===== config.mk =====
export PLATFORM = sky130hd
export DESIGN_NAME = nonrestoring_divider
export DESIGN_NICKNAME = d
export VERILOG_FILES = /design/src/rtl/div_pkg.sv /design/src/rtl/adder.sv /design/src/rtl/nonrestoring_divider.sv
export SDC_FILE = /design/constraint.sdc
export NUM_CORES = 1
export LEC_CHECK = 0
export CAP_MARGIN = 20
export CORE_MARGIN = 2
export CORE_UTILIZATION = 51
export DETAILED_ROUTE_END_ITERATION = 10
export GPL_ROUTABILITY_DRIVEN = 0
export PLACE_DENSITY = 0.76
export REMOVE_ABC_BUFFERS = 1
export SLEW_MARGIN = 20
export SYNTH_ARGS = -nofsm -noshare
export SYNTH_HDL_FRONTEND = slang
export SYNTH_SLANG_ARGS = --single-unit

===== constraint.sdc =====
create_clock -name clk_i -period 3.3 [get_ports clk_i]
set_clock_uncertainty 0.15 [all_clocks]
set_input_delay 0.66 -clock clk_i [delete_from_list [all_inputs] [get_ports clk_i]]
set_output_delay 0.66 -clock clk_i [all_outputs]
set_load 0.01 [all_outputs]

===== src/rtl/div_pkg.sv =====
// Shared declarations for the sequential signed divider.
package div_pkg;

  typedef enum logic [1:0] {
    IDLE = 2'd0,
    CALC = 2'd1,
    FIX  = 2'd2,
    DONE = 2'd3
  } div_state_e;

endpackage


===== src/rtl/adder.sv =====
// Add/subtract primitive: sum_o = a_i - b_i when sel_i, else a_i + b_i.
module adder #(
  parameter int W = 9
) (
  input  logic [W-1:0] a_i,
  input  logic [W-1:0] b_i,
  input  logic         sel_i,
  output logic [W-1:0] sum_o
);

  assign sum_o = sel_i ? (a_i - b_i) : (a_i + b_i);

endmodule


===== src/rtl/nonrestoring_divider.sv =====
// Sequential signed divider: one non-restoring add/subtract step per cycle on
// operand magnitudes, followed by a restore/sign-fix cycle.
module nonrestoring_divider
  import div_pkg::*;
#(
  parameter int N = 8
) (
  input  logic         clk_i,
  input  logic         rst_i,
  input  logic         start_i,
  input  logic [N-1:0] dividend_i,
  input  logic [N-1:0] divisor_i,
  output logic         busy_o,
  output logic         valid_o,
  output logic [N-1:0] quotient_o,
  output logic [N-1:0] remainder_o,
  output logic         div_by_zero_o
);

  localparam int CW = $clog2(N);

  div_state_e    state_q, state_d;
  logic [N:0]    p_q, p_d;
  logic [N-1:0]  q_q, q_d;
  logic [N-1:0]  d_q, d_d;
  logic [CW-1:0] cnt_q, cnt_d;
  logic          neg_quo_q, neg_quo_d;
  logic          neg_rem_q, neg_rem_d;
  logic          busy_q, busy_d;
  logic          valid_q, valid_d;
  logic [N-1:0]  quo_q, quo_d;
  logic [N-1:0]  rem_q, rem_d;
  logic          dbz_q, dbz_d;

  logic [N:0]    shift_p;
  logic [N:0]    add_a;
  logic [N:0]    add_sum;
  logic [N-1:0]  rem_mag;

  // {P,Q} shifted left; the dropped P MSB is redundant since |2P| < 2|D|.
  assign shift_p = {p_q[N-1:0], q_q[N-1]};
  assign add_a   = (state_q == CALC) ? shift_p : p_q;

  adder #(.W(N + 1)) u_adder (
    .a_i   (add_a),
    .b_i   ({1'b0, d_q}),
    .sel_i (~p_q[N]),
    .sum_o (add_sum)
  );

  assign rem_mag = p_q[N] ? add_sum[N-1:0] : p_q[N-1:0];

  always_comb begin
    state_d   = state_q;
    p_d       = p_q;
    q_d       = q_q;
    d_d       = d_q;
    cnt_d     = cnt_q;
    neg_quo_d = neg_quo_q;
    neg_rem_d = neg_rem_q;
    busy_d    = busy_q;
    valid_d   = 1'b0;
    quo_d     = quo_q;
    rem_d     = rem_q;
    dbz_d     = dbz_q;
    case (state_q)
      IDLE: begin
        if (start_i) begin
          q_d       = dividend_i[N-1] ? -dividend_i : dividend_i;
          d_d       = divisor_i[N-1]  ? -divisor_i  : divisor_i;
          p_d       = '0;
          cnt_d     = CW'(N - 1);
          neg_quo_d = dividend_i[N-1] ^ divisor_i[N-1];
          neg_rem_d = dividend_i[N-1];
          busy_d    = 1'b1;
          if (divisor_i == '0) begin
            state_d = DONE;
            quo_d   = '1;
            rem_d   = dividend_i;
            dbz_d   = 1'b1;
            valid_d = 1'b1;
          end else begin
            state_d = CALC;
          end
        end
      end
      CALC: begin
        p_d   = add_sum;
        q_d   = {q_q[N-2:0], ~add_sum[N]};
        cnt_d = cnt_q - CW'(1);
        if (cnt_q == '0) state_d = FIX;
      end
      FIX: begin
        quo_d   = neg_quo_q ? -q_q : q_q;
        rem_d   = neg_rem_q ? -rem_mag : rem_mag;
        dbz_d   = 1'b0;
        valid_d = 1'b1;
        state_d = DONE;
      end
      DONE: begin
        busy_d  = 1'b0;
        state_d = IDLE;
      end
      default: state_d = IDLE;
    endcase
  end

  always_ff @(posedge clk_i) begin
    if (rst_i) begin
      state_q   <= IDLE;
      p_q       <= '0;
      q_q       <= '0;
      d_q       <= '0;
      cnt_q     <= '0;
      neg_quo_q <= 1'b0;
      neg_rem_q <= 1'b0;
      busy_q    <= 1'b0;
      valid_q   <= 1'b0;
      quo_q     <= '0;
      rem_q     <= '0;
      dbz_q     <= 1'b0;
    end else begin
      state_q   <= state_d;
      p_q       <= p_d;
      q_q       <= q_d;
      d_q       <= d_d;
      cnt_q     <= cnt_d;
      neg_quo_q <= neg_quo_d;
      neg_rem_q <= neg_rem_d;
      busy_q    <= busy_d;
      valid_q   <= valid_d;
      quo_q     <= quo_d;
      rem_q     <= rem_d;
      dbz_q     <= dbz_d;
    end
  end

  assign busy_o        = busy_q;
  assign valid_o       = valid_q;
  assign quotient_o    = quo_q;
  assign remainder_o   = rem_q;
  assign div_by_zero_o = dbz_q;

endmodule

# [After elaboration in Yosys (flattened, before gate mapping)]
# Index checks and enable logic that the tools add are counted.
[word_totals] ff_bits=51 output_inout_bits=19 word_cells=69
[classes] addsub=7 n_eq_ne=6 mux=31 bitwise=2 reduce_logical=11
[op_table] cell="two-way mux 8 bit" count=10
[op_table] cell="one-hot mux 8 bit (2 select lines)" count=3
[op_table] cell="negator 8 bit" count=4
[op_table] cell="two-way mux 9 bit" count=3
[op_table] cell="one-hot mux 9 bit (2 select lines)" count=1
[op_table] cell="adder 9 x 8 -> 9 bit" count=1
[op_table] cell="subtractor 9 x 8 -> 9 bit" count=1
[op_table] cell="zero test 8 bit" count=1
[op_table] cell="one-hot mux 2 bit (4 select lines)" count=1
[op_table] cell="AND reduction 2 bit" count=4
[op_table] cell="two-way mux 2 bit" count=3
[op_table] cell="one-hot mux 1 bit (2 select lines)" count=3
[op_table] cell="one-hot mux 3 bit (2 select lines)" count=1
[op_table] cell="nonzero test 2 bit" count=3
[op_table] cell="two-way mux 1 bit" count=5
[op_table] cell="equality test 2 bit, second input constant" count=2
[op_table] cell="!= test 2 bit, second input constant" count=2
[op_table] cell="zero test 3 bit" count=1
[op_table] cell="two-way mux 3 bit" count=1
[op_table] cell="AND reduction 3 bit" count=1
[op_table] cell="subtractor 3 x 1 -> 3 bit, second input constant" count=1
[op_table] cell="equality test 2 x 1 -> 1 bit, second input constant" count=1
[op_table] cell="zero test 2 bit" count=1
[op_table] cell="!= test 2 x 1 -> 1 bit, second input constant" count=1
[op_table] cell="other kinds (2)" count=2

# [Depth between registers and ports, before layout]
# Gate-level depths: netlist of run 1.
[depth] depth_word=8 ltp_mapped=15 mapped_depth_nobuf=13

# [Hierarchy]
# Synthesis of run 1 repeated with hierarchy kept, for this count alone.
[unflattened] cells_unflattened=412 area_unflattened_um2=3512.1
[modules_own_cells] module="nonrestoring_divider" n_inst=1 cells_per_inst=344 area_each_um2=2987.9 seq_area_each_um2=1021.0
[modules_own_cells] module="adder" n_inst=1 cells_per_inst=68 area_each_um2=524.3 seq_area_each_um2=0.0

# [Least setup slack after synthesis of run 1]
# OpenSTA, ideal clock, no wires.
[synth_timing] path_type="register -> register" startpoint="register state_q[1]" endpoint="register rem_q[7] (netlist: remainder_o[7])" setup_time_ns=0.122 arrival_ns=3.173 required_ns=3.028 slack_ns=-0.145 path_stages_with_launch=16 path_buffers=2 path_cell_list="dfxtp_1 > inv_1 > ha_1 > clkbuf_1 > clkbuf_1 > mux2_2 > ha_1 > inv_1 > fa_1 > nor2b_1 > o311a_1 > or2_2 > a211o_1 > o41ai_2 > xnor2_1 > a21oi_1"
[synth_between] elab_chain_cells=8 word_cells_on_any_way=15 cone_classes="add/sub (3); eq/ne (4); mux (5); reduce/logical (3)"
[synth_lines] element="from (decl)" line_no="nonrestoring_divider.sv:22" source="div_state_e state_q, state_d;"
[synth_lines] element="from (signal assigned)" line_no="nonrestoring_divider.sv:123" source="state_q <= state_d;"
[synth_lines] element="equality test 2 x 1 -> 1 bit" line_no="nonrestoring_divider.sv:42" source="assign add_a = (state_q == CALC) ? shift_p : p_q;"
[synth_lines] element="two-way mux 9 bit" line_no="nonrestoring_divider.sv:42"
[synth_lines] element="subtractor 9 x 8 -> 9 bit or adder 9 x 8 -> 9 bit (tied branches)" line_no="adder.sv:11" source="assign sum_o = sel_i ? (a_i - b_i) : (a_i + b_i);"
[synth_lines] element="two-way mux 9 bit" line_no="adder.sv:11"
[synth_lines] element="two-way mux 8 bit" line_no="nonrestoring_divider.sv:51" source="assign rem_mag = p_q[N] ? add_sum[N-1:0] : p_q[N-1:0];"
[synth_lines] element="negator 8 bit" line_no="nonrestoring_divider.sv:95" source="rem_d = neg_rem_q ? -rem_mag : rem_mag;"
[synth_lines] element="two-way mux 8 bit" line_no="nonrestoring_divider.sv:95"
[synth_lines] element="one-hot mux 8 bit (2 select lines)" line_no="nonrestoring_divider.sv:66" source="case (state_q)"
[synth_lines] element="to (signal assigned)" line_no="nonrestoring_divider.sv:133" source="rem_q <= rem_d;"
[synth_lines] element="to (decl)" line_no="nonrestoring_divider.sv:32" source="logic [N-1:0] rem_q, rem_d;"
# Parallel ways exist; a longest one is shown, timed or not.
# A chain may end at the register's enable or synchronous reset.

# [Final worst setup path of run 1]
# Same ends and word-level chain as after synthesis.

==> results of run 1 <==
==> synthesized netlist by cell type (5+ instances only) <==
cell type / number / area [µm²]
sky130_fd_sc_hd__o31ai_1: 8 / 60.1
sky130_fd_sc_hd__nand2b_1: 7 / 43.8
sky130_fd_sc_hd__ha_1: 19 / 238
sky130_fd_sc_hd__mux2_2: 9 / 101
sky130_fd_sc_hd__nor3_1: 10 / 50.1
sky130_fd_sc_hd__mux2i_1: 9 / 90.1
sky130_fd_sc_hd__inv_1: 23 / 86.3
sky130_fd_sc_hd__a22oi_1: 9 / 67.6
sky130_fd_sc_hd__xor2_1: 24 / 210
sky130_fd_sc_hd__nand2_1: 42 / 158
sky130_fd_sc_hd__nor2_1: 45 / 169
sky130_fd_sc_hd__dfxtp_1: 51 / 1020
sky130_fd_sc_hd__o21ai_0: 14 / 70.1
sky130_fd_sc_hd__xnor2_1: 12 / 105
sky130_fd_sc_hd__nor2b_1: 5 / 31.3
sky130_fd_sc_hd__clkbuf_1: 16 / 60.1
sky130_fd_sc_hd__a211oi_1: 17 / 128
sky130_fd_sc_hd__a21oi_1: 29 / 145
==> power by group through the flow <==
stage	clock (W)	combinational, W	sequential, W
5_1_grt	0.000550	0.00212	0.000945
3_5_place_dp	0	0.00186	0.000931
4_1_cts	0.000532	0.00187	0.000917
6_report	0.000517	0.00189	0.000925
2_1_floorplan	0	0.00132	0.000929
3_3_place_gp	0	0.00182	0.000925
==> sequential cells by signal, summed over array words and instances (netlist names) <==
signal         flops
q_q                8
neg_quo_q          1
div_by_zero_o      1
busy_o             1
valid_o            1
d_q                8
cnt_q              3
neg_rem_q          1
quotient_o         8
p_q                9
remainder_o        8
state_q            2
==> through the flow <==
| stage | setup slack, ns | setup TNS [ns] | cell area, µm² |
|---|---|---|---|
| finish | 0.129 | 0 | 3920 |
| global route | 0.00710 | 0 | 3920 |
| CTS | 0.0266 | 0 | 3900 |
| detailed placement | 0.0580 | 0 | 3760 |
| global placement | 0.123 | 0 | 3760 |
| floorplan | -0.0713 | -0.140 | 3200 |
==> critical path: stages, from the launching register on <==
cell                      delay [ns]
sky130_fd_sc_hd__dfxtp_1        0.32
sky130_fd_sc_hd__inv_1          0.11
sky130_fd_sc_hd__ha_4           0.18
sky130_fd_sc_hd__mux2_2         0.34
sky130_fd_sc_hd__ha_1           0.21
sky130_fd_sc_hd__inv_1          0.07
sky130_fd_sc_hd__fa_1           0.20
sky130_fd_sc_hd__nor2b_1        0.07
sky130_fd_sc_hd__o311a_1        0.29
sky130_fd_sc_hd__or2_2          0.30
sky130_fd_sc_hd__a211o_1        0.32
sky130_fd_sc_hd__o41ai_2        0.26
sky130_fd_sc_hd__xnor2_1        0.16
sky130_fd_sc_hd__a21oi_1        0.08
==> kinds of logic (layout without fill, tap and decap cells) <==
kind of cell | after synthesis | after routing | share of synthesized area (%)
muxes | 19 | 19 | 6.24
adders and majority gates | 20 | 20 | 7.79
xor gates and xnor gates | 36 | 36 | 9.52
and+or+nand+nor | 131 | 131 | 18.1
DFF | 51 | 51 | 30.8
buffers and inverters | 47 | 81 | 6.05
AOI/OAI and AO/OA | 106 | 106 | 21.4
==> how the worst min path moves through the flow <==
stage,startpoint,endpoint,cells after the start
2_1_floorplan,cnt_q[0],cnt_q[0],1
3_5_place_dp,remainder_o[1],remainder_o[1],2
4_1_cts,remainder_o[1],remainder_o[1],2
3_3_place_gp,remainder_o[1],remainder_o[1],2
6_report,remainder_o[1],remainder_o[1],2
5_1_grt,remainder_o[0],remainder_o[0],2
==> per-layer routing <==
layer  wire length [µm]  GRT usage, %
met1               3610          29.2
met2               3850          40.8
met3                293          4.03
met4                191          8.37
met5                  0             0
==> area by class of cell <==
class / count / share of cell area [%]
Multi-Input combinational cell: 312 / 53.8
Sequential cell: 51 / 26.2
Timing Repair Buffer: 50 / 11.9
Tap cell: 77 / 2.46
Inverter: 23 / 2.20
Clock buffer: 5 / 1.76
Clock inverter: 3 / 1.72
==> layout by cell type, fill, tap and decap left out, types with 4 or more instances in the layout <==
master / synthesis / final
sky130_fd_sc_hd__o31ai_1: 8 / 8
sky130_fd_sc_hd__nand2b_1: 7 / 7
sky130_fd_sc_hd__o211ai_1: 4 / 4
sky130_fd_sc_hd__nand2_1: 42 / 42
sky130_fd_sc_hd__xnor2_1: 12 / 12
sky130_fd_sc_hd__mux2i_1: 9 / 9
sky130_fd_sc_hd__a22oi_1: 9 / 9
sky130_fd_sc_hd__clkdlybuf4s50_1: 0 / 37
sky130_fd_sc_hd__o21ai_0: 14 / 14
sky130_fd_sc_hd__nor3_1: 10 / 10
sky130_fd_sc_hd__a21oi_1: 29 / 28
sky130_fd_sc_hd__nor2b_1: 5 / 5
sky130_fd_sc_hd__dfxtp_1: 51 / 48
sky130_fd_sc_hd__ha_1: 19 / 18
sky130_fd_sc_hd__buf_4: 2 / 13
sky130_fd_sc_hd__xor2_1: 24 / 24
sky130_fd_sc_hd__inv_1: 23 / 23
sky130_fd_sc_hd__or3_1: 4 / 4
sky130_fd_sc_hd__mux2_2: 9 / 9
sky130_fd_sc_hd__nor2_1: 45 / 45
sky130_fd_sc_hd__o221ai_1: 4 / 4
sky130_fd_sc_hd__nand3_1: 4 / 4
sky130_fd_sc_hd__a211oi_1: 17 / 17
sky130_fd_sc_hd__clkbuf_8: 0 / 5
==> implementation parameters, run 1 <==
Parameter                              Value

Routing
  Antenna violation net count after detailed routing    0
  Aggregate routed wire length    between 7000 and 8000 µm
  DRC Markers    0
  Pre-antenna DRT Iters    4
  Iter 0 DRT Violations    173
  Per-cell via count in the routed design    5.72
  Routed vias    2979
  Routed WL per cell    15.2 µm

Pwr
  Total power divided by cell area    roughly 850 mW/mm²
  Power spent charging and discharging nets    0.00142 W
  Leak Pwr    1.56 nW
  Design Power    0.00333 W
  Peak supply drop    approximately 0.55 mV
  Internal Power    0.00191 W
  Net Sw Frac    42.7%
  Sequential fraction of design power    27.8%
  Combinational cell fraction of total power    56.7%
  Part of the power in the clock network    between 10% and 20%

STA
  Number of pins with negative max-slew slack in the final report    0
  Crit share post-route    96.1%
  Final hold violation count    0
  Worst-case headroom to the max-slew limit    57.5%
  Upper clock frequency limit    315 MHz
  Final setup violation count    0
  Shortest period the worst path allows    between 3 and 4 ns
  Measured slew at the worst slew-check pin    0.633 ns
  Final hold slack    0.312 ns
  RSZ-0062 raised after global routing    no

Clock network
  Number of buffers inserted by post-CTS setup repair    0
  Number of buffers created by CTS    5
  Maximum level of the CTS H-tree    2
  Number of gates resized after cts    0
  Master cell of the clock root buffer    sky130_fd_sc_hd__clkbuf_8
  Reg clk slew, reported paths    about 0.10 ns
  Hold-fix buffers at CTS    0
  Buffer levels on the longest clock path    2
  CTS sink count    approximately 50
  CTS tree    built
  Clock Latency Late Sink    0.31 ns

Synth
  Mapped Avg Cell Area    8.07 µm²
  Number of warnings reported in the yosys synthesis log    0
  Distinct cell type count of the synthesized netlist    52
  Number of enable-type register cells in the synthesized netlist    0
  Dominant synthesized flop cell    sky130_fd_sc_hd__dfxtp_1
  Syn Inst Count    410
  Flops & latches, synth    51
  Sequential share of the synthesized area    between 30% and 40%
  Syn Std Cell Area    0.00331 mm²
  Async SR Flop Fraction    0%

Setup path
  Endpoint class of the critical path    flip-flop
  Capturing element of the worst setup path    remainder_o[7]
  Startpoint of the worst-slack reg-to-reg timing path    state_q[1]
  Type of origin of the critical path    flip-flop
  Setup slack on the worst flop-to-flop path    0.13 ns
  Critical register-to-register path endpoint    remainder_o[7]
  Cells on worst reg2reg path    13
  WP data required    between 3 and 4 ns
  Max Fanout on Critical Path    6
  Critical Path AT    3.23 ns
  CP Class    flip-flop to flip-flop
  Crit. Startpoint    state_q[1]

Floorplan
  Placeable Area    0.00631 mm²
  Die Y-Extent    84.6 µm
  Die outline area    0.00715 mm²
  Cell Rows    29
  Effective utilization at floorplan    52.4%
  Total I/O pin count    38
  Die outline width    84.6 µm

Finish
  Final cell count without fillers    approximately 520
  Utilization after layout    62.0%
  Filler cell count in the final layout    573
  Final net count    482
  Multi-input gate area    0.00211 mm²
  Inserted Diodes    0
  Fraction of final layout cells with drive strength greater than 1    9.01%
  Area growth from synthesis to layout    18.3%
  Sequential cell area in the final layout    0.00102 mm²

Placement
  Post-detail-place hpwl    6110 µm
  Port buffer count    37
  Post-placement cell count    513

Hold path
  Worst min path class    flip-flop to flip-flop

Global routing
  Global-route wire length before repair    13800 µm
  Maximum number of pins on one net before global-route repair    44
  Antenna violations before repair    0
  All-layer global routing usage    23.5%
  Total global routing overflow    0
  Via count of the first global-routing pass    2896

Job
  Number of max-cap violations    0

Run status
  Result of the run    complete, no violations
Note: power is estimated with default switching activity, not from simulation.
==> inputs of run 2 (changes only) <==
--- a/config.mk
+++ b/config.mk
@@ -5,12 +5,13 @@
 export SDC_FILE = /design/constraint.sdc
 export NUM_CORES = 1
 export LEC_CHECK = 0
-export CAP_MARGIN = 20
-export CORE_MARGIN = 2
-export CORE_UTILIZATION = 51
+export CAP_MARGIN = 10
+export CELL_PAD_IN_SITES_DETAIL_PLACEMENT = 0
+export CELL_PAD_IN_SITES_GLOBAL_PLACEMENT = 1
+export CORE_UTILIZATION = 38
 export DETAILED_ROUTE_END_ITERATION = 10
 export GPL_ROUTABILITY_DRIVEN = 0
-export PLACE_DENSITY = 0.76
+export PLACE_DENSITY_LB_ADDON = 0.1
 export REMOVE_ABC_BUFFERS = 1
 export SLEW_MARGIN = 20
 export SYNTH_ARGS = -nofsm -noshare
==> implementation parameters, run 2 (synthesized netlist as in run 1, its figures left out) <==
Parameter                              Value

Run status
  Result of the run    complete, no violations

Floorplan
  Placeable Area    0.00834 mm²
  Total I/O pin count    38
  Die outline area    0.00909 mm²
  Cell Rows    33
  Effective utilization at floorplan    approximately two fifths
  Die Y-Extent    95.3 µm
  Die outline width    95.3 µm

STA
  RSZ-0062 raised after global routing    yes
  Crit share post-route    between 90% and 100%
  Shortest period the worst path allows    3.19 ns
  Sum of negative setup slack    0 ns
  Final setup violation count    0
  Minimum setup slack in the final design    0.109 ns
  Final hold violation count    0
  Number of pins with negative max-slew slack in the final report    0
  Worst-case headroom to the max-slew limit    51.4%
  Upper clock frequency limit    313 MHz
  Measured slew at the worst slew-check pin    approximately 0.72 ns

Setup path
  Endpoint class of the critical path    flip-flop
  Cells on worst reg2reg path    11
  Max Fanout on Critical Path    5
  CP Class    flip-flop to flip-flop
  WP data required    roughly 3.4 ns
  Critical Path AT    3.24 ns
  Startpoint of the worst-slack reg-to-reg timing path    d_q[0]
  Critical register-to-register path endpoint    remainder_o[7]
  Type of origin of the critical path    flip-flop
  Setup slack on the worst flop-to-flop path    0.11 ns

Global routing
  Antenna violations before repair    0
  Total global routing overflow    0
  Global-route wire length before repair    14100 µm
  All-layer global routing usage    20.7%
  Maximum number of pins on one net before global-route repair    27
  Via count of the first global-routing pass    2865

Clock network
  Number of buffers inserted by post-CTS setup repair    0
  CTS tree    built
  Reg clk slew, reported paths    approximately 0.1 ns
  Hold-fix buffers at CTS    0
  Maximum level of the CTS H-tree    2
  CTS sink count    51
  Buffer levels on the longest clock path    2
  Master cell of the clock root buffer    sky130_fd_sc_hd__clkbuf_8
  Clock Latency Late Sink    0.31 ns
  Number of buffers created by CTS    5

Routing
  Aggregate routed wire length    8600 µm
  Iter 0 DRT Violations    96
  Antenna violation net count after detailed routing    0
  Routed WL per cell    15.6 µm
  Routed vias    2930
  DRC Markers    0
  Pre-antenna DRT Iters    4
  Per-cell via count in the routed design    5.32

Finish
  Register containing the most flip-flops in the final layout    p_q
  Commonest non-fill, non-tap cells in the layout    48 x sky130_fd_sc_hd__dfxtp_1, 45 x sky130_fd_sc_hd__nor2_1, 42 x sky130_fd_sc_hd__nand2_1, 36 x sky130_fd_sc_hd__clkdlybuf4s50_1, 28 x sky130_fd_sc_hd__a21oi_1
  Finished layout cell area    between 0.003 and 0.004 mm²
  Most common cell after layout, fill and taps aside    sky130_fd_sc_hd__dfxtp_1
  Final cell count without fillers    551
  Area growth from synthesis to layout    19.5%
  Filler cell count in the final layout    830
  Inserted Diodes    0
  Final net count    484
  Fraction of final layout cells with drive strength greater than 1    between 10% and 20%
  Flip-flop count of the largest register after layout    9

Hold path
  Number of cells on the worst hold path    2
  Worst min path class    flip-flop to flip-flop
  Beginning of the worst hold path    remainder_o[1]
  Worst Hold Endpoint    remainder_o[1]

Pwr
  Peak supply drop    about 0.72 mV
  Total power divided by cell area    840 mW/mm²
  Design Power    about 0.0033 W
  Leak Pwr    1.56 nW

Placement
  Port buffer count    37
  Post-placement cell count    543
  Worst slack after detailed placement    around 0.038 ns
  Post-detail-place hpwl    ~6700 µm
  Area after detailed placement    0.00381 mm²

Job
  Number of max-cap violations    0
[run 2: cell types whose count changed in the layout (fill, tap and decap cells not counted), sizes merged]
cell           previous run  this run
buf                      13        16
bufinv                    2         1
clkbuf                    5         6
clkdlybuf4s50            37        36
clkinvlp                  1         0
inv                      23        24
[run 2: worst max path at each step]
stage / from / endpoint / slack, ns / cells after the start
2_1_floorplan: state_q[1] / remainder_o[7] / -0.07 / 13
3_3_place_gp: d_q[0] / remainder_o[7] / 0.13 / 11
3_5_place_dp: state_q[0] / p_q[8] / 0.04 / 12
4_1_cts: state_q[0] / p_q[8] / 0.03 / 12
5_1_grt: state_q[1] / remainder_o[7] / -0.007 / 13
6_report: d_q[0] / remainder_o[7] / 0.11 / 11
[run 2: timing repair]
item | 4_1_cts | 5_1_grt
gates resized for setup | 0 | 8
endpoints found under the hold margin | 0 | 0
setup endpoints to repair | 0 | 6
[run 2: cell type report]
type | instances | area [µm²] | share of cell area [%]
inverters | 23 | 86.3 | 2.18
flip-flops and latches | 51 | 1020 | 25.9
well taps | 105 | 131 | 3.32
clock buffers | 6 | 82.6 | 2.09
multi-input cells | 312 | 2110 | 53.4
clock inverters | 2 | 38.8 | 0.981
repair buffers | 52 | 478 | 12.1
[run 2: critical path, stage by stage (launching register included)]
cell                      delay [ns]
sky130_fd_sc_hd__dfxtp_2        0.38
sky130_fd_sc_hd__inv_1          0.05
sky130_fd_sc_hd__ha_1           0.27
sky130_fd_sc_hd__mux2_2         0.28
sky130_fd_sc_hd__ha_1           0.29
sky130_fd_sc_hd__a211o_1        0.34
sky130_fd_sc_hd__a41o_1         0.27
sky130_fd_sc_hd__xor2_1         0.16
sky130_fd_sc_hd__mux2_4         0.30
sky130_fd_sc_hd__o41ai_2        0.31
sky130_fd_sc_hd__xnor2_1        0.18
sky130_fd_sc_hd__a21oi_1        0.09
[run 2: where the power goes]
part	switching, W	total, W	internal [W]
sequential	0.000164	0.000938	0.000774
combinational	0.00107	0.00191	0.000843
clock	0.000221	0.000471	0.000250
[run 2: per-layer routing]
metal / GRT usage [%] / wire, µm
met3: 2.87 / 207
met1: 25.1 / 4050
met4: 6.82 / 163
met5: 0 / 0
met2: 37.1 / 4170
[run 2: stage by stage]
step           hold WS [ns]  utilization, %
2_1_floorplan         0.282               -
3_3_place_gp          0.304            45.6
6_report              0.319            47.4
4_1_cts               0.322            47.1
3_5_place_dp          0.307            45.6
5_1_grt               0.360            47.4
==> inputs of run 3 (changes only) <==
--- a/config.mk
+++ b/config.mk
@@ -5,10 +5,11 @@
 export SDC_FILE = /design/constraint.sdc
 export NUM_CORES = 1
 export LEC_CHECK = 0
+export ABC_AREA = 1
 export CAP_MARGIN = 10
 export CELL_PAD_IN_SITES_DETAIL_PLACEMENT = 0
 export CELL_PAD_IN_SITES_GLOBAL_PLACEMENT = 1
-export CORE_UTILIZATION = 38
+export CORE_UTILIZATION = 36
 export DETAILED_ROUTE_END_ITERATION = 10
 export GPL_ROUTABILITY_DRIVEN = 0
 export PLACE_DENSITY_LB_ADDON = 0.1
==> implementation parameters, run 3 <==
Parameter                              Value

Pwr
  Total power divided by cell area    929 mW/mm²
  Power spent charging and discharging nets    0.00185 W
  Sequential fraction of design power    26.7%
  Internal Power    0.00182 W
  Peak supply drop    ~0.51 mV
  Combinational cell fraction of total power    62.6%
  Design Power    roughly 0.0037 W
  Leak Pwr    1.69 nW
  Part of the power in the clock network    10.8%
  Net Sw Frac    50.4%

STA
  Upper clock frequency limit    between 300 and 400 MHz
  Minimum setup slack in the final design    0.395 ns
  Crit share post-route    88.0%
  Worst-case headroom to the max-slew limit    approximately half
  RSZ-0062 raised after global routing    no
  Sum of negative setup slack    0 ns
  Final hold slack    0.308 ns
  Final setup violation count    0
  Measured slew at the worst slew-check pin    0.761 ns
  Shortest period the worst path allows    between 2 and 3 ns
  Number of pins with negative max-slew slack in the final report    0
  Final hold violation count    0

Placement
  Post-detail-place hpwl    ~7100 µm
  Port buffer count    37
  Post-placement cell count    636
  Worst slack after detailed placement    0.285 ns

Routing
  Routed vias    3241
  DRC Markers    0
  Aggregate routed wire length    9240 µm
  Antenna violation net count after detailed routing    0
  Iter 0 DRT Violations    126
  Pre-antenna DRT Iters    4
  Routed WL per cell    14.3 µm
  Per-cell via count in the routed design    5.03

Setup path
  Worst path top cell family by delay    simple AND/OR/NAND/NOR gates
  Type of origin of the critical path    flip-flop
  Most frequent cell on the critical path    sky130_fd_sc_hd__nand2_1
  CP Class    flip-flop to flip-flop
  Endpoint class of the critical path    flip-flop
  Master of the slowest instance on the critical path    sky130_fd_sc_hd__ha_1
  Number of buffers and inverters on the critical path    4
  Critical Path AT    3.00 ns
  Critical Path, Cell by Cell    inv_1 > ha_2 > inv_1 > buf_4 > nand2_1 > o21ai_0 > ha_1 > nand2_1 > nand2_1 > inv_1 > nand2_1 > nand2_1 > nand3_1 > nand2_1 > nor2_1 > nand3_1 > nand2_1 > nand2_1 > nand3_1 > nand2_1 > a21oi_1
  Max Fanout on Critical Path    19
  Slowest Stage Delay on Critical Path    about 0.39 ns
  WP data required    3.39 ns

Clock network
  CTS sink count    51
  Clock Latency Late Sink    slightly above 0.3 ns
  Number of buffers created by CTS    5
  Master cell of the clock root buffer    sky130_fd_sc_hd__clkbuf_8
  Number of buffers inserted by post-CTS setup repair    0
  Maximum level of the CTS H-tree    2
  CTS tree    built
  Reg clk slew, reported paths    ~0.11 ns
  Buffer levels on the longest clock path    2

Finish
  Final net count    574
  Area growth from synthesis to layout    17.7%
  Final cell count without fillers    644
  Sequential cell area in the final layout    0.00102 mm²
  Commonest non-fill, non-tap cells in the layout    114 x sky130_fd_sc_hd__nand2_1, 68 x sky130_fd_sc_hd__inv_1, 51 x sky130_fd_sc_hd__dfxtp_1, 47 x sky130_fd_sc_hd__a21oi_1, 40 x sky130_fd_sc_hd__o21ai_0
  Multi-input gate area    0.00201 mm²
  Filler cell count in the final layout    just under 1000
  Inserted Diodes    0
  Most common cell after layout, fill and taps aside    sky130_fd_sc_hd__nand2_1
  Flip-flop count of the largest register after layout    9
  Register containing the most flip-flops in the final layout    p_q
  Fraction of final layout cells with drive strength greater than 1    between 5 and 6%

Global routing
  Antenna violations before repair    0
  Maximum number of pins on one net before global-route repair    27
  Via count of the first global-routing pass    3164
  All-layer global routing usage    20.0%
  Total global routing overflow    0
  Global-route wire length before repair    15500 µm

Synth
  Number of warnings reported in the yosys synthesis log    0
  Syn Inst Count    ~500
  Distinct cell type count of the synthesized netlist    34
  Dominant synthesized flop cell    sky130_fd_sc_hd__dfxtp_1
  Sequential share of the synthesized area    30.4%
  Top post-synthesis cells by count    114 x sky130_fd_sc_hd__nand2_1, 68 x sky130_fd_sc_hd__inv_1, 51 x sky130_fd_sc_hd__dfxtp_1, 47 x sky130_fd_sc_hd__a21oi_1, 41 x sky130_fd_sc_hd__o21ai_0
  Flops & latches, synth    just over 50
  Mapped Avg Cell Area    around 6.7 µm²
  Number of enable-type register cells in the synthesized netlist    0
  Syn Std Cell Area    roughly 0.0034 mm²
  Async SR Flop Fraction    0%
  Fraction of post-synthesis cell area in the top cell type by area    a little under a third
  Main area contributors after synthesis    sky130_fd_sc_hd__dfxtp_1 30%, sky130_fd_sc_hd__nand2_1 13%, sky130_fd_sc_hd__inv_1 7.6%
  Most frequent cell after synthesis    sky130_fd_sc_hd__nand2_1
  Post-synth top area cell    sky130_fd_sc_hd__dfxtp_1

Job
  Number of max-cap violations    0

Floorplan
  Die outline width    98.7 µm
  Effective utilization at floorplan    37.8%
  Die Y-Extent    98.7 µm
  Total I/O pin count    38
  Cell Rows    34
  Die outline area    0.00973 mm²
  Placeable Area    0.00889 mm²

Run status
  Result of the run    complete, no violations

Hold path
  Worst min path class    flip-flop to flip-flop
[run 3: cell types whose count changed after synthesis, sizes merged, moves of 10 or more]
cell,previous run,this run
a211oi,17,2
a21oi,29,48
nand2,42,114
nor2,45,35
mux2,10,0
nand3,4,29
inv,23,71
o21ai,17,45
xor2,24,12
[run 3: routing by layer]
layer	GRT usage (%)	wire, µm	up-vias
li1	-	-	1727
met2	33.2	4140	51
met5	0	0	-
met4	3.67	73	0
met3	2.77	292	4
met1	28.0	4730	1459
[run 3: per-stage QoR]
step                util (%)  instance area, µm²
finish                  44.5                3960
global route            44.5                3960
CTS                     44.4                3950
detailed placement      43.4                3860
global placement        43.4                3860
floorplan                  -                3290
[run 3: kinds of logic (layout without fill, tap and decap cells)]
family          count (synthesis)  count (layout)  share of synthesized area, %
flops                          51              51                          30.4
buf+inv                        89             124                          10.1
fa+ha+maj                      20              20                          7.66
xor+xnor                       20              20                          5.21
compound gates                124             124                          21.6
simple gates                  197             197                          25.1
[run 3: timing repair]
action | 4_1_cts | 5_1_grt
resized for setup | 0 | 4
endpoints found under the setup margin | 0 | 3
hold buffers | 0 | 0
[run 3: worst register-to-register path, delay by kind of cell, from the launching register on]
| kind | cells | cell delay, ns |
|---|---|---|
| DFF | 1 | 0.35 |
| adders and majority gates | 2 | 0.64 |
| buffers and inverters | 4 | 0.44 |
| AOI/OAI and AO/OA | 2 | 0.19 |
| and+or+nand+nor | 13 | 1.09 |
[run 3: worst paths after layout]
check / slack, ns / depth (start not counted) / end / startpoint
max: 0.39 / 21 / remainder_o[7] / state_q[1]
min: 0.31 / 1 / cnt_q[0] / cnt_q[0]
max reg2reg: 0.39 / 21 / remainder_o[7] / state_q[1]
min reg2reg: 0.31 / 1 / cnt_q[0] / cnt_q[0]
[run 3: area by class of cell]
class | count | area share, %
multi-input combinational | 361 | 50.8
sequential | 51 | 25.8
timing repair buffer | 45 | 10.9
inverter | 71 | 6.73
tap | 108 | 3.41
clock buffer | 5 | 1.74
clock inverter | 3 | 0.601
[run 3: power groups by stage]
stage / clock network, W / logic, W / registers [W]
after floorplan: 0 / 0.00161 / 0.000981
after global placement: 0 / 0.00229 / 0.000995
after detailed placement: 0 / 0.00229 / 0.000994
after CTS: 0.000413 / 0.00230 / 0.000981
after global routing: 0.000436 / 0.00264 / 0.00101
final: 0.000396 / 0.00230 / 0.000981
